**config.mk**
```make
export PLATFORM = sky130hd
export DESIGN_NAME = struct_record_serializer
export DESIGN_NICKNAME = d
export VERILOG_FILES = /design/src/rtl/struct_record_serializer.sv
export SDC_FILE = /design/constraint.sdc
export NUM_CORES = 1
export LEC_CHECK = 0
export BUFFER_PORTS_ARGS = -buffer_cell sky130_fd_sc_hd__clkbuf_2
export CORE_MARGIN = 2
export CORE_UTILIZATION = 50
export CTS_CLUSTER_DIAMETER = 50
export DETAILED_ROUTE_END_ITERATION = 12
export PLACE_DENSITY = 0.75
export SLEW_MARGIN = 10
export SYNTH_ARGS = -nofsm -noshare
export SYNTH_HDL_FRONTEND = slang
export SYNTH_SLANG_ARGS = --single-unit
```
**constraint.sdc**
```tcl
create_clock -name clk -period 2.7 [get_ports clk]
set_input_delay 0.135 -clock clk [delete_from_list [all_inputs] [get_ports clk]]
set_output_delay 0.135 -clock clk [all_outputs]
set_load 0.05 [all_outputs]
```
**src/rtl/struct_record_serializer.sv**
```systemverilog
// Buffers 41-bit {flag, value, tag} records in a small FIFO and emits each one as a
// header word followed by a value word. Define STRUCT_SER_CHECKSUM_EN to append a checksum word.
module struct_record_serializer #(
   parameter int unsigned FIFO_DEPTH = 2,
   parameter logic [7:0]  HDR_MARK   = 8'h5A
) (
   input  logic        clk,
   input  logic        reset,
   input  logic        in_valid,
   output logic        in_ready,
   input  logic [40:0] in_data,
   output logic        out_valid,
   input  logic        out_ready,
   output logic [31:0] out_data,
   output logic        out_last,
   output logic        busy,
   output logic [15:0] records_sent
);

   localparam int unsigned AW = (FIFO_DEPTH > 1) ? $clog2(FIFO_DEPTH) : 1;
   localparam logic [AW:0] FullCnt = (AW+1)'(FIFO_DEPTH);

`ifdef STRUCT_SER_CHECKSUM_EN
   typedef enum logic [1:0] {StIdle, StHdr, StVal, StCsum} state_e;
`else
   typedef enum logic [1:0] {StIdle, StHdr, StVal} state_e;
`endif

   state_e         state_q, state_d;
   logic [40:0]    mem_q [FIFO_DEPTH];
   logic [AW-1:0]  wr_ptr_q, rd_ptr_q;
   logic [AW:0]    count_q;
   logic [40:0]    rec_q;
   logic [15:0]    records_sent_q;
   logic           fifo_empty, fifo_full, push, pop, accept, last_state, rec_done;
   logic [31:0]    hdr_word;

   assign fifo_empty   = (count_q == '0);
   assign fifo_full    = (count_q == FullCnt);
   // Ready depends only on registered occupancy, never on a same-cycle pop.
   assign in_ready     = reset && !fifo_full;
   assign push         = in_valid && in_ready;
   assign accept       = out_valid && out_ready;
   assign rec_done     = accept && last_state;
   assign hdr_word     = {HDR_MARK, 7'b0, rec_q[40], 8'h00, rec_q[7:0]};
   assign records_sent = records_sent_q;

   always_ff @(posedge clk) begin
      if (push) mem_q[wr_ptr_q] <= in_data;
   end

   always_ff @(posedge clk or negedge reset) begin
      if (!reset) begin
         wr_ptr_q       <= '0;
         rd_ptr_q       <= '0;
         count_q        <= '0;
         rec_q          <= '0;
         records_sent_q <= '0;
      end else begin
         if (push) wr_ptr_q <= wr_ptr_q + AW'(1);
         if (pop) begin
            rd_ptr_q <= rd_ptr_q + AW'(1);
            rec_q    <= mem_q[rd_ptr_q];
         end
         if (push && !pop)      count_q <= count_q + (AW+1)'(1);
         else if (!push && pop) count_q <= count_q - (AW+1)'(1);
         if (rec_done) records_sent_q <= records_sent_q + 16'd1;
      end
   end

   always_ff @(posedge clk or negedge reset) begin
      if (!reset) state_q <= StIdle;
      else        state_q <= state_d;
   end

   always_comb begin
      state_d = state_q;
      pop     = 1'b0;
      unique case (state_q)
         StIdle: begin
            if (!fifo_empty) begin
               pop     = 1'b1;
               state_d = StHdr;
            end
         end
         StHdr: if (out_ready) state_d = StVal;
`ifdef STRUCT_SER_CHECKSUM_EN
         StVal: if (out_ready) state_d = StCsum;
         StCsum: ;
`else
         StVal: ;
`endif
         default: state_d = StIdle;
      endcase
      // Chain straight into the next header when a record is already queued.
      if (rec_done) begin
         if (!fifo_empty) begin
            pop     = 1'b1;
            state_d = StHdr;
         end else begin
            state_d = StIdle;
         end
      end
   end

   always_comb begin
      out_valid  = 1'b0;
      out_data   = '0;
      last_state = 1'b0;
      unique case (state_q)
         StIdle: ;
         StHdr: begin
            out_valid = 1'b1;
            out_data  = hdr_word;
         end
         StVal: begin
            out_valid = 1'b1;
            out_data  = rec_q[39:8];
`ifndef STRUCT_SER_CHECKSUM_EN
            last_state = 1'b1;
`endif
         end
`ifdef STRUCT_SER_CHECKSUM_EN
         StCsum: begin
            out_valid  = 1'b1;
            out_data   = hdr_word ^ rec_q[39:8];
            last_state = 1'b1;
         end
`endif
         default: ;
      endcase
      out_last = last_state;
      busy     = !fifo_empty || (state_q != StIdle);
   end

endmodule

```
Word level (Yosys, flattened, before mapping)
Memory sizes are Yosys's and may differ from the RTL's. A register that Yosys moved wholly into a read port is not among the register bits.
Index checks and enable logic that the tools add are counted.
{"block": "totals", "mem_count": 1, "output_inout_bits": 52, "ramBits": 82, "reg_bits": 22, "elab_cells": 51, "in_bits": 45}
{"block": "op_classes", "n_eq_ne": 6, "addsub": 5, "n_reduce_logical": 18, "n_mux": 16}
{"name": "mem_q", "words": 2, "width": 41, "rd": 1, "rd_clocked_by_memory_dff": 1, "wr": 1, "line": "30", "source": "logic [40:0] mem_q [FIFO_DEPTH];"}
{"operator": "32-bit case mux with 2 select lines", "n": 1}
{"operator": "16-bit by 1-bit adder with 16-bit output, second input constant", "n": 1}
{"operator": "2-bit two-way mux", "n": 5}
{"operator": "1-bit two-way mux", "n": 9}
{"operator": "1-bit logical AND", "n": 6}
{"operator": "3-bit != test, second input constant", "n": 2}
{"operator": "2-bit case mux with 3 select lines", "n": 1}
{"operator": "1-bit logical NOT", "n": 5}
{"operator": "2-bit equality test, second input constant", "n": 2}
{"operator": "2-bit logical NOT", "n": 2}
{"operator": "2-bit nonzero test", "n": 2}
{"operator": "3-bit AND reduction", "n": 1}
{"operator": "1-bit adder, second input constant", "n": 2}
{"operator": "2-bit by 1-bit adder with 2-bit output, second input constant", "n": 1}
{"operator": "2-bit by 1-bit equality test with 1-bit output, second input constant", "n": 1}
{"operator": "2-bit != test, second input constant", "n": 1}
{"operator": "2-bit OR reduction", "n": 1}
{"operator": "2-bit by 1-bit subtractor with 2-bit output, second input constant", "n": 1}
{"operator": "1-bit logical OR", "n": 1}

Longest topological paths before layout
{"block": "logic_depth", "ltp_word": 9, "mapped_depth": 11, "depth_no_buf": 8}

Worst setup path before layout
OpenSTA, ideal clock, no wires.
{"block": "synth_timing", "path_type": "register to register", "start": "register count_q[0]", "end": "memory mem_q[0][0] (enable)", "path_slack_ps": -1497, "t_required_ps": 2260, "t_arrival_ps": 3757, "n_path_buf": 0, "synth_period_minus_slack_ps": 4197, "path_stages_with_launch": 5, "setup_time_ps": 440, "path_cell_list": "dfrtp_1 -> inv_1 -> a21boi_0 -> nand2_1 -> nor2_1"}
{"block": "synth_via", "elab_chain_len": 6}
{"element": "start, declared", "line": "32", "source": "logic [AW:0] count_q;"}
{"element": "start signal, assigned", "line": "65", "source": "if (push && !pop) count_q <= count_q + (AW+1)'(1);"}
{"element": "start signal, assigned", "line": "66", "source": "else if (!push && pop) count_q <= count_q - (AW+1)'(1);"}
{"element": "2-bit equality test", "line": "39", "source": "assign fifo_full = (count_q == FullCnt);"}
{"element": "1-bit logical NOT", "line": "41", "source": "assign in_ready = reset && !fifo_full;"}
{"element": "1-bit logical AND", "line": "41"}
{"element": "net in_ready", "line": "10", "source": "output logic in_ready,"}
{"element": "1-bit logical AND", "line": "42", "source": "assign push = in_valid && in_ready;"}
{"element": "1-bit two-way mux", "line": "49", "source": "if (push) mem_q[wr_ptr_q] <= in_data;"}
{"element": "1-bit two-way mux (not written as such)", "line": "49"}
{"element": "end, declared", "line": "30"}
The timed path passes the listed nets, and every way through them passes these cells.

Final worst setup path
{"block": "layout_timing", "start": "register state_q[0]", "end": "output port out_data[1]"}
{"block": "layout_via", "elab_chain_len": 2, "word_cells_on_any_way": 3, "classes_between": "2 x eq/ne; 1 x mux"}
{"element": "start, declared", "line": "29", "source": "state_e state_q, state_d;"}
{"element": "start signal, assigned", "line": "72", "source": "if (!reset) state_q <= StIdle;"}
{"element": "start signal, assigned", "line": "73", "source": "else state_q <= state_d;"}
{"element": "2-bit equality test / 2-bit by 1-bit equality test with 1-bit output (equally long branches)", "line": "110", "source": "unique case (state_q)"}
{"element": "32-bit case mux with 2 select lines (*)", "line": "110"}
{"element": "end, declared", "line": "14", "source": "output logic [31:0] out_data,"}
Every way passes the cells marked *; elsewhere a longest branch is shown, timed or not.

==> flow_summary_export.csv <==
group,metric,value,unit
yosys,synth_cell_types,33,
status,status,"completed",
route,wire_per_inst,16.2,um
clocking,tritoncts,"yes",
critical_path,cp_slowest_stage_delay,0.48,ns
yosys,ys_ff_latch,145,
placement,dp_hpwl,6990,um
layout,final_util,65.6,%
die,core,11400,um2
sta,finalHoldViolations,0,
layout,nets,600,
global_routing,grt_pass1_vias,3737,
route,top_layer_used,"met4",
global_routing,grt_pass1_wl,18500,um
die,io_pins,97,
sta,final.setup.tns,0,ns
placement,place_congestion,0.786,
route,wl_met2,5890,um
route,drc_errors,0,
critical_path,crit_arrival,2.36,ns
yosys,syn-instance-count,405,
layout,insertedDiodeCount,0,
route,ant_nets,0,
die,dieWidth,112,um
clocking,insertion_delay,0.41,ns
global_routing,antenna_found_initial,0,
critical_path,crit_fanout,27,
layout,syn_to_final_growth,28.8,%
route,finalWirelength,11400,um
die,die_height,112,um
worst_hold_path,hold_class,"primary input to flip-flop",
clocking,cts_sinks,145,
global_routing,grt_max_degree,64,
route,routed_via_density,5.12,
die,start_util,50.9,%
clocking,cts_buffer_depth,2,
route,vias,3609,
clocking,cts.htree.levels,4,
clocking,path_clk_slew,0.05,ns
power,ir_drop,0.000587,V
sta,slew_headroom,45.1,%
sta,fin_skew,0.00683,ns
route,met1_length,4830,um
layout,drive_above_1_share,26.7,%
sta,tightest_slew,0.823,ns
power,powerDensity,1160,nW/um2
route,route.met3.wl,488,um
sta,worst_hold_slack,0.0798,ns
sta,drv_slew,0,
sta,rsz0062_at_grt,"no",
yosys,synth_seq_area_share,69.7,%
route,drt_first_iter_violations,236,
global_routing,overflow,0,
sta,max_freq,401,MHz
clocking,cts_inserted_buffers,17,
yosys,yosys.area.top_type,"edfxtp_1",
critical_path,crit_path_top_delay_cell,"ha_1",
sta,fin_crit,2.50,ns
critical_path,cp.required,2.57,ns
power,p_leak,3.20,nW
critical_path,endpoint_kind,"output port",
yosys,syn_area,5790,um2
yosys,synth_area_leaders,"edfxtp_1 43%, dfrtp_1 27%, mux2i_1 7.1%",
clocking,clock_tree.root_cell,"clkbuf_16",
flow_run,maxCapViolCount,0,
sta,setup_viol,0,
yosys,synth_top_area_share,42.5,%
yosys,synth_warnings,0,
critical_path,cp-start-kind,"flip-flop",
critical_path,crit_chain,"inv_1 > ha_1 > buf_4 > a22oi_1 > nor2b_1 > clkbuf_2",
placement,io_buffers,96,
global_routing,grt_util_all_layers,19.2,%
die,dieArea,12500,um2
yosys,syn_nets,456,
sta,finalCritPeriodShare,92.4,%
route,dr.pass1.iters,4,
die,rows,39,
yosys,syn_avg_cell_area,14.3,um2
critical_path,critPathKind,"flip-flop to output port",
power,total_power,0.00864,W
-- layer usage --
metal	vias up	GRT usage [%]
met1	1778	23.9
met2	92	32.6
li1	1724	-
met4	0	7.00
met3	15	5.17
met5	-	0
-- repair_timing --
| item | CTS | global route |
|---|---|---|
| hold buffers | 42 | 0 |
| endpoints found under the hold margin | 145 | 0 |
| setup buffers | 0 | 0 |
| gates resized for setup | 0 | 0 |
-- through the flow --
stage                     std cells  setup slack (ns)  area (um2)
after floorplan                 405            0.0673        5800
after global placement          631             0.675        6410
after detailed placement        631             0.548        6410
after CTS                       705             0.191        7460
after global routing            705            0.0245        7460
final                           705             0.204        7460
-- critical path: cells and delay by family, from the launching register on --
kind,cells,cell delay [ns]
buffers and inverters,3,0.79
AOI/OAI and AO/OA,1,0.13
adders and majority gates,1,0.48
DFF,1,0.39
and+or+nand+nor,1,0.16
-- area by class of cell --
cell class,count,area [um2]
tap,143,179
timing repair buffer,145,978
clock buffer,27,598
sequential,145,4040
fill,828,3910
inverter,6,22.5
clock inverter,5,31.3
multi-input combinational,234,1610
-- sequential cells by signal, summed over array words and instances (netlist names) --
| name | count |
|---|---|
| mem_q | 82 |
| rec_q | 41 |
| records_sent | 16 |
| count_q | 2 |
| state_q | 2 |
| rd_ptr_q | 1 |
| wr_ptr_q | 1 |
-- cell usage after synthesis --
library cell  number
nor3_2             3
and4_1             1
mux2i_1           41
mux2_2             3
ha_1               6
nand4_1            3
clkbuf_1           7
nor2_1             6
buf_2              5
a21oi_1            4
or2_4              2
and3_1             2
nand3_4            1
xnor2_1           14
o21ai_1            7
dfrtp_1           63
and2_4             1
and2_1            19
a21boi_0           1
o22ai_1            1
buf_6              7
nand3_1            5
inv_1              6
nand2_4            1
o21ai_0           35
nor2b_1           13
o22ai_2            1
edfxtp_1          82
a22oi_1            9
buf_4              1
xor2_1             6
nor4_4             1
nand2_1           48
-- kinds of logic (layout without fill, tap and decap cells) --
group	Yosys count	in the layout	synth area share, %
mux	44	44	7.67
compound gates	58	58	5.60
flops	145	145	69.7
fa+ha+maj	6	6	1.30
buf+inv	26	183	2.77
simple gates	106	106	9.92
xor+xnor	20	20	3.02
-- power by group --
| part | total, W | internal, W | switching, W |
|---|---|---|---|
| Combinational | 0.00298 | 0.000974 | 0.00201 |
| Sequential | 0.00329 | 0.00293 | 0.000364 |
| Clock | 0.00236 | 0.00152 | 0.000845 |
-- path summary, 6_finish.rpt --
| kind | from | to | slack [ns] | cells past startpoint |
|---|---|---|---|---|
| max in group asynchronous | reset | rd_ptr_q | 1.63 | 3 |
| setup / recovery | state_q[0] | out_data[1] | 0.20 | 6 |
| setup reg to reg | state_q[0] | state_q[1] | 0.54 | 6 |
| hold / removal | out_ready | records_sent[0] | 0.08 | 3 |
| hold reg to reg | records_sent[15] | records_sent[15] | 0.47 | 1 |
| min in group asynchronous | reset | rec_q[34] | 0.49 | 3 |
-- layout by cell type, fill, tap and decap left out, types with 6 or more instances in the layout --
master | synthesis | routed
a22oi_1 | 9 | 9
clkbuf_2 | 0 | 95
dlygate4sd3_1 | 0 | 42
ha_1 | 6 | 6
inv_1 | 6 | 6
nor2b_1 | 13 | 13
clkbuf_16 | 0 | 21
dfrtp_1 | 63 | 62
edfxtp_1 | 82 | 82
xor2_1 | 6 | 6
nand2_1 | 48 | 48
and2_1 | 19 | 19
mux2i_1 | 41 | 41
o21ai_0 | 35 | 35
o21ai_1 | 7 | 7
xnor2_1 | 14 | 14
No activity file was read; power rests on OpenSTA's default activity.
